--- src/rtl/input_unit_pkg.sv ---
// Shared router input-port types: flit layout, output-port indices, XY route helper.
// Latency: n/a (types and a pure function only).
// Backpressure: n/a.
package input_unit_pkg;

  localparam int COORD_W   = 4;
  localparam int PAYLOAD_W = 16;

  // Output-port request vector: LOCAL is the MSB, WEST the LSB.
  localparam int M       = 5;
  localparam int P_LOCAL = 4;
  localparam int P_NORTH = 3;
  localparam int P_EAST  = 2;
  localparam int P_SOUTH = 1;
  localparam int P_WEST  = 0;

  typedef struct packed {
    logic                 head;
    logic                 tail;
    logic [COORD_W-1:0]   dest_x;
    logic [COORD_W-1:0]   dest_y;
    logic [PAYLOAD_W-1:0] payload;
  } flit_t;

  // Wormhole lock: BUSY holds the route of the packet currently streaming.
  typedef enum logic {
    IDLE = 1'b0,
    BUSY = 1'b1
  } state_t;

  // Dimension-order routing: resolve X first, then Y, else deliver locally.
  function automatic logic [M-1:0] xy_route(
    input logic [COORD_W-1:0] dest_x,
    input logic [COORD_W-1:0] dest_y,
    input logic [COORD_W-1:0] x_loc,
    input logic [COORD_W-1:0] y_loc
  );
    logic [M-1:0] r;
    r = '0;
    if (dest_x > x_loc)      r[P_EAST]  = 1'b1;
    else if (dest_x < x_loc) r[P_WEST]  = 1'b1;
    else if (dest_y > y_loc) r[P_SOUTH] = 1'b1;
    else if (dest_y < y_loc) r[P_NORTH] = 1'b1;
    else                     r[P_LOCAL] = 1'b1;
    return r;
  endfunction

endpackage

--- src/rtl/input_unit_fifo_buffer.sv ---
// Circular flit buffer with registered pointers and occupancy count.
// Latency: a pushed flit is visible at head_dat one cycle after the push edge.
// Backpressure: caller must not push when full or pop when empty; no internal guard.
module fifo_buffer
  import input_unit_pkg::*;
#(
  parameter int DEPTH = 4
) (
  input  logic                   clk,
  input  logic                   reset_n,
  input  logic                   push,
  input  flit_t                  push_dat,
  input  logic                   pop,
  output flit_t                  head_dat,
  output logic [$clog2(DEPTH):0] count,
  output logic                   empty
);

  localparam int PW = $clog2(DEPTH);
  localparam int CW = PW + 1;

  flit_t          mem_q [DEPTH];
  logic [PW-1:0]  wr_ptr_q, wr_ptr_d;
  logic [PW-1:0]  rd_ptr_q, rd_ptr_d;
  logic [CW-1:0]  count_q, count_d;

  // Next-state pointers and count; DEPTH is a power of two so pointers wrap naturally.
  always_comb begin
    wr_ptr_d = wr_ptr_q + PW'(push);
    rd_ptr_d = rd_ptr_q + PW'(pop);
    count_d  = count_q + CW'(push) - CW'(pop);
  end

  // Control state, cleared asynchronously.
  always_ff @(posedge clk or negedge reset_n) begin
    if (!reset_n) begin
      wr_ptr_q <= '0;
      rd_ptr_q <= '0;
      count_q  <= '0;
    end else begin
      wr_ptr_q <= wr_ptr_d;
      rd_ptr_q <= rd_ptr_d;
      count_q  <= count_d;
    end
  end

  // Storage array is deliberately left unreset; only valid entries are ever read.
  always_ff @(posedge clk) begin
    if (push) mem_q[wr_ptr_q] <= push_dat;
  end

  assign head_dat = mem_q[rd_ptr_q];
  assign count    = count_q;
  assign empty    = (count_q == '0);

endmodule

--- src/rtl/input_unit.sv ---
// Router input port: flit FIFO, XY route computation and wormhole route lock.
// Latency: flit written at t is at o_data / o_output_req from t+1 (no bypass).
// Backpressure: o_en deasserts when the FIFO is full; head pops only on i_grant.
module input_unit
  import input_unit_pkg::*;
#(
  parameter int DEPTH = 4,
  parameter int X_LOC = 0,
  parameter int Y_LOC = 0
) (
  input  logic         clk,
  input  logic         reset_n,
  input  logic         ce,
  input  flit_t        i_data,
  input  logic         i_data_val,
  output logic         o_en,
  input  logic         i_grant,
  output logic [M-1:0] o_output_req,
  output flit_t        o_data,
  output logic         o_error
);

  localparam int CW = $clog2(DEPTH) + 1;
  localparam logic [COORD_W-1:0] X_C = COORD_W'(X_LOC);
  localparam logic [COORD_W-1:0] Y_C = COORD_W'(Y_LOC);

  flit_t           head_flit;
  logic [CW-1:0]   count;
  logic            empty;
  logic            push;
  logic            pop;
  logic            discard;
  logic [M-1:0]    req;

  state_t          state_q, state_d;
  logic [M-1:0]    route_q, route_d;
  logic            error_q, error_d;

  assign o_en = (count < CW'(DEPTH));
  assign push = ce && i_data_val && o_en;

  fifo_buffer #(.DEPTH(DEPTH)) u_fifo (
    .clk      (clk),
    .reset_n  (reset_n),
    .push     (push),
    .push_dat (i_data),
    .pop      (pop),
    .head_dat (head_flit),
    .count    (count),
    .empty    (empty)
  );

  // Request generation, discard of stray body flits, and next FSM/route/error state.
  always_comb begin
    req     = '0;
    discard = 1'b0;
    if (!empty) begin
      if (state_q == BUSY)     req     = route_q;
      else if (head_flit.head) req     = xy_route(head_flit.dest_x, head_flit.dest_y, X_C, Y_C);
      else                     discard = 1'b1;
    end

    // A non-head flit at the front while unlocked has no route: drop it without a grant.
    pop = ce && !empty && (i_grant || discard);

    state_d = state_q;
    route_d = route_q;
    error_d = error_q;
    if (pop) begin
      if (state_q == IDLE) begin
        if (!head_flit.head) begin
          error_d = 1'b1;
        end else if (!head_flit.tail) begin
          state_d = BUSY;
          route_d = req;
        end
      end else if (head_flit.tail) begin
        state_d = IDLE;
      end
    end
  end

  // Wormhole FSM, latched route and sticky error; everything holds when pop is idle.
  always_ff @(posedge clk or negedge reset_n) begin
    if (!reset_n) begin
      state_q <= IDLE;
      route_q <= '0;
      error_q <= 1'b0;
    end else begin
      state_q <= state_d;
      route_q <= route_d;
      error_q <= error_d;
    end
  end

  assign o_output_req = req;
  assign o_data       = head_flit;
  assign o_error      = error_q;

endmodule

--- config.mk ---
export PLATFORM = sky130hd
export DESIGN_NAME = input_unit
export DESIGN_NICKNAME = d
export VERILOG_FILES = /design/src/rtl/input_unit_pkg.sv /design/src/rtl/input_unit_fifo_buffer.sv /design/src/rtl/input_unit.sv
export SDC_FILE = /design/constraint.sdc
export NUM_CORES = 1
export LEC_CHECK = 0
export BUFFER_PORTS_ARGS = -buffer_cell sky130_fd_sc_hd__buf_2
export CORE_AREA = 2 2 122 124
export CTS_BUF_LIST = sky130_fd_sc_hd__clkbuf_16
export DETAILED_ROUTE_END_ITERATION = 8
export DIE_AREA = 0 0 124 126
export GPL_TIMING_DRIVEN = 0
export SYNTH_ARGS = -nofsm -noshare
export SYNTH_HDL_FRONTEND = slang
export SYNTH_SLANG_ARGS = --single-unit
--- constraint.sdc ---
create_clock -name clk -period 9.4 [get_ports clk]
set_input_delay 0.94 -clock clk [delete_from_list [all_inputs] [get_ports clk]]
set_output_delay 0.94 -clock clk [all_outputs]
set_load 0.03 [all_outputs]
==> After elaboration in Yosys (flattened, before gate mapping) <==
Memory sizes are Yosys's and may differ from the RTL's.
Cells that the tools add are included.
{ "word_totals": {"mem_count": 1, "ramBits": 104, "out_inout_bits": 33, "in_bits": 31, "word_cells": 49, "reg_bits": 14} }
{ "classes": {"muxes": 21, "n_reduce_logical": 9, "bitwise_logic": 3, "magnitude_cmp": 5, "n_addsub": 4} }
{ "memory_table": {"columns": ["memory", "depth", "width", "rd", "rd_clocked_by_memory_dff", "wr", "line_no", "source"], "rows": [
  ["u_fifo.mem_q", 4, 26, 1, 0, 1, "input_unit_fifo_buffer.sv:22", "flit_t mem_q [DEPTH];"]
]} }
{ "ops": {"columns": ["operator", "n"], "rows": [
  ["$mux W5", 3],
  ["$mux W1", 14],
  ["$gt A4 B1 Y1 const B", 2],
  ["$lt A4 B1 Y1 const B", 2],
  ["$mux W2", 4],
  ["$add A2 B1 Y2", 2],
  ["$logic_and A1 B1 Y1", 4],
  ["$reduce_and A4 Y1", 1],
  ["$add A3 B1 Y3", 1],
  ["$logic_not A3 Y1", 1],
  ["$lt A3 B3 Y1 const B", 1],
  ["$not A1 Y1", 3],
  ["$reduce_and A3 Y1", 1],
  ["$sub A3 B1 Y3", 1],
  ["$logic_not A1 Y1", 1],
  ["$logic_or A1 B1 Y1", 1]
]} }

==> Logic depth before layout (Yosys ltp) <==
An unclocked memory read counts as a cell.
{ "depth": {"ltp_word": 9, "depth_mapped": 11, "ltp_nobuf": 10} }

==> Cells and area by module <==
From an unflattened synthesis, not the netlist that was laid out.
{ "unflattened": {"cells_unflattened": 200, "hier_area_um2": 4550.6} }
{ "by_module_without_submodules": {"columns": ["module", "instances", "area_each_um2", "seq_area_each_um2", "cells_each"], "rows": [
  ["fifo_buffer", 1, 4135.2, 3298.2, 160],
  ["input_unit", 1, 415.4, 175.2, 40]
]} }

==> Worst setup path before layout <==
OpenSTA, ideal clock, no wires.
{ "synth_timing": {"path_kind": "input -> register", "from": "in i_data_val", "to": "mem u_fifo.mem_q[0][0] (netlist bit), enable pin", "path_buffers": 0, "path_slack_ps": 5426, "stages": 2, "t_required_ps": 8925, "arrival_ps": 3499, "setup_time_ps": 475, "cell_sequence": "nand2_1 > nor4_1"} }
{ "synth_via": {"elab_chain_len": 4} }
{ "synth_lines": {"columns": ["item", "line_no", "source"], "rows": [
  ["start: declaration", "input_unit.sv:15", "input logic i_data_val,"],
  ["$logic_and A1 B1 Y1 (2 in a row)", "input_unit.sv:40", "assign push = ce && i_data_val && o_en;"],
  ["$mux W1", "input_unit_fifo_buffer.sv:49", "if (push) mem_q[wr_ptr_q] <= push_dat;"],
  ["$mux W1 (implied by the code)", "input_unit_fifo_buffer.sv:49", null],
  ["end: declaration", "input_unit_fifo_buffer.sv:22", null]
]} }
Every way passes these cells.

==> Worst setup path after layout <==
{ "layout_timing": {"from": "reg u_fifo.rd_ptr_q[1]", "to": "out o_output_req[4]"} }
{ "layout_via": {"elab_chain_len": 9, "elab_cells_between_ends": 12, "cone_classes": "4 x order compare; 7 x mux; 1 x memory"} }
{ "layout_lines": {"columns": ["item", "line_no", "source"], "rows": [
  ["start: declaration", "input_unit_fifo_buffer.sv:24", "logic [PW-1:0] rd_ptr_q, rd_ptr_d;"],
  ["start signal: assignment", "input_unit_fifo_buffer.sv:42", "rd_ptr_q <= rd_ptr_d;"],
  ["$mem_v2 Z4 W26 *", null, null],
  ["$lt A4 B1 Y1", "input_unit_pkg.sv:43", "else if (dest_y < y_loc) r[P_NORTH] = 1'b1;"],
  ["$mux W1", "input_unit_pkg.sv:43", null],
  ["$mux W2", "input_unit_pkg.sv:42", "else if (dest_y > y_loc) r[P_SOUTH] = 1'b1;"],
  ["$mux W2", "input_unit_pkg.sv:41", "else if (dest_x < x_loc) r[P_WEST] = 1'b1;"],
  ["$mux W2", "input_unit_pkg.sv:40", "if (dest_x > x_loc) r[P_EAST] = 1'b1;"],
  ["$mux W5 *", "input_unit.sv:59", "else if (head_flit.head) req = xy_route(head_flit.dest_x, head_flit.dest_y, X_C, Y_C);"],
  ["$mux W5 *", "input_unit.sv:58", "if (state_q == BUSY) req = route_q;"],
  ["$mux W5 *", "input_unit.sv:57", "if (!empty) begin"],
  ["end: declaration", "input_unit.sv:18", "output logic [M-1:0] o_output_req,"]
]} }
Mark *: on every way between the ends. The rest lies on a longest branch, timed or not.

==> impl_metrics.json <==
{
  "cts_hold_buf": 0,
  "syn_nets": 241,
  "drt_iter0_drc": 100,
  "n_antenna_cell": 0,
  "grt_max_degree": 27,
  "criticalPathCategory": "reg2out",
  "pwr-share-seq": 0.355,
  "synth_seq_area_share": 0.771,
  "ant_nets": 0,
  "max-vdd-ir-drop_mv": 0.136,
  "cp_max_fo": 10,
  "drive_gt1_frac": 0.407,
  "fmax_mhz": 240,
  "path_cells": "buf_2 -> buf_1 -> mux4_1 -> nor4_1 -> nor4b_4 -> a31o_2 -> buf_2",
  "cts_resized": 0,
  "antenna_found_initial": 0,
  "fp-row-count": 44,
  "htreeDepth": 4,
  "cts_tree": "done",
  "tightest_slew_ps": 984,
  "clkPwrFrac": 0.348,
  "cts_num_sinks": 118,
  "drc_errors": 0,
  "grt_pass1_wl_um": 13600,
  "rsz0062_at_grt": "false",
  "cts_root_buffer": "clkbuf_16",
  "totalPowerFinal_w": 0.00185,
  "clock_path_buffers": 2,
  "dieWidth_um": 124,
  "cp_num_buf_inv": 3,
  "cp_slowest_stage_delay_ps": 600,
  "p_leak_nw": 2.08,
  "start_kind": "register",
  "power_density_nw_per_um2": 323,
  "drt-wirelength-per-cell_um": 17.5,
  "ys_warn_count": 0,
  "status": "finished, final reports clean",
  "syn_area_um2": 4500,
  "pin_count": 64,
  "design_area_um2": 5740,
  "cts_made_buffers": 17,
  "routabilityCongestion": 0.691,
  "cp.depth": 7,
  "path_clk_slew_ps": 60,
  "holdWs_ps": 424,
  "max_cap_violations": 0,
  "drt-pass1-iter-count": 4,
  "min_path_type": "in2async",
  "grt_usage": 0.121,
  "synth_top_area_share": 0.694,
  "postSynthAreaPerCell_um2": 21.9,
  "die-height_um": 126,
  "fin_worst_skew_ps": 11.1,
  "core_um2": 14300,
  "internal-power_w": 0.00127,
  "grt_overflow_total": 0,
  "netlist_instances": 206,
  "place_area_um2": 5140,
  "slew-limit-headroom": 0.339,
  "power_frac_comb": 0.297,
  "fin_util": 0.401,
  "ys_ff_latch": 118,
  "path_delay_family": "buffers and inverters",
  "crit_top_cell": "buf_2",
  "reg2regPathDepth": 11,
  "netlist-cell-type-count": 37,
  "synth_area_leaders": "edfxtp_1 69%, mux4_2 11%, dfrtp_1 7.8%, mux4_1 2.9%, ha_1 0.83%",
  "insertion_delay_ps": 410,
  "period_needed_ps": 4160,
  "required_ps": 8460,
  "hold_viol_final": 0,
  "initial_core_util": 0.315,
  "vias_per_cell": 4.58,
  "fin_crit_sh": 0.442,
  "area.growth.synth_to_final_pct": 27.5,
  "synth_area_leader_cell": "edfxtp_1",
  "dpl.hpwl_um": 5550,
  "p_switching_w": 0.000583,
  "dieArea_um2": 15600,
  "grt_pass1_vias": 2438,
  "nets": 329,
  "endpoint_kind": "primary output",
  "tns_ps": 0,
  "slowest_stage": "nor4_1",
  "cts_setup_buffers": 0,
  "port-buffer-count": 63,
  "vias": 2247,
  "switching_share": 0.315,
  "finalMaxSlewViolations": 0,
  "finalSetupViolations": 0,
  "worstPathArrival_ps": 3220,
  "num-fill-cells": 1306,
  "wirelength_um": 8590
}
-- logic make-up (layout without fill, tap and decap cells) --
group                    count (synthesis)  after routing  synth area share
multiplexers                            27             27             0.137
buffers and inverters                   13            114            0.0136
adder cells (fa/ha/maj)                  4              4            0.0128
flip-flops                             118            118             0.771
XOR/XNOR                                 5              5           0.00973
AND/OR/NAND/NOR                         28             28            0.0386
AO/OA/AOI/OAI                           11             11            0.0172
-- per-stage QoR --
| step | worst slack (ps) | instances |
|---|---|---|
| 3_3_place_gp | 2810 | 453 |
| 4_1_cts | 5190 | 491 |
| 6_report | 5240 | 491 |
| 3_5_place_dp | 5630 | 459 |
| 2_1_floorplan | 5430 | 206 |
| 5_1_grt | 4960 | 491 |
-- placed cells by master (no fill, tap or decap), types with 3 or more instances in the layout --
| cell | instances |
|---|---|
| edfxtp_1 | 104 |
| buf_2 | 64 |
| mux4_2 | 21 |
| clkbuf_16 | 17 |
| dfrtp_1 | 14 |
| inv_1 | 9 |
| mux4_1 | 5 |
| nand2_1 | 5 |
| buf_4 | 4 |
| bufinv_16 | 4 |
| buf_1 | 3 |
| and3_1 | 3 |
| a21oi_1 | 3 |
| nor2_1 | 3 |
| and2_1 | 3 |
| xnor2_1 | 3 |
| ha_1 | 3 |
| clkinv_1 | 3 |
-- area by class of cell --
class,instances,area (um^2),area share
clock buffers,17,425,0.0741
repair buffers,69,389,0.0678
multi-input cells,75,991,0.173
flip-flops and latches,118,3470,0.605
well taps,184,230,0.0401
clock inverters,15,171,0.0299
plain buffers,8,42.5,0.00741
inverters,5,18.8,0.00327
-- per-layer routing --
| layer | share of wire | wire length [um] | GRT usage | up-vias |
|---|---|---|---|---|
| li1 | - | - | - | 1025 |
| met1 | 0.45 | 3900 | 0.156 | 1158 |
| met2 | 0.48 | 4160 | 0.186 | 55 |
| met3 | 0.051 | 436 | 0.0498 | 9 |
| met4 | 0.010 | 87 | 0.0403 | 0 |
| met5 | 0 | 0 | 0 | - |
-- cells in the mapped netlist --
cell	instances
mux2_1	1
edfxtp_1	104
nor4_1	2
o41ai_1	1
or4_4	1
o211ai_1	1
buf_6	1
buf_2	1
or2b_1	1
a31o_2	1
xor2_1	2
fa_1	1
a22o_1	1
nand2_1	5
a21o_1	1
nor2_1	5
inv_1	5
buf_1	3
dfrtp_1	14
and3_1	4
xnor2_1	3
and2_1	3
nand2b_1	1
mux4_2	21
or4b_1	1
nand3_1	1
buf_4	1
clkbuf_1	2
mux4_1	5
a21oi_1	3
o311ai_0	1
o21a_1	1
ha_1	3
nor3_1	2
or3_1	1
o21ai_0	1
nor4b_4	1
-- sequential cells by signal (all words and copies together), names as in the netlist --
signal,count
o_error,1
route_q,5
state_q,1
u_fifo.count,3
u_fifo.mem_q,104
u_fifo.rd_ptr_q,2
u_fifo.wr_ptr_q,2
-- power by group through the flow --
| stage | clock [W] | sequential [W] | combinational (W) |
|---|---|---|---|
| 2_1_floorplan | 0 | 0.000658 | 0.000407 |
| 3_3_place_gp | 0 | 0.000664 | 0.000550 |
| 3_5_place_dp | 0 | 0.000668 | 0.000563 |
| 4_1_cts | 0.000657 | 0.000658 | 0.000564 |
| 5_1_grt | 0.000682 | 0.000663 | 0.000598 |
| 6_report | 0.000645 | 0.000657 | 0.000550 |
-- final timing paths --
kind / end / slack [ps] / from
worst max-delay path: o_output_req[4] / 5240 / u_fifo.rd_ptr_q[1]
worst min-delay path: route_q[1] / 420 / reset_n
worst max register to register: u_fifo.count[2] / 6590 / u_fifo.rd_ptr_q[0]
worst min register to register: o_error / 490 / o_error
max in group asynchronous: u_fifo.wr_ptr_q[1] / 8720 / reset_n
min in group clk: o_error / 490 / o_error
Note: power is estimated with default switching activity, not from simulation.
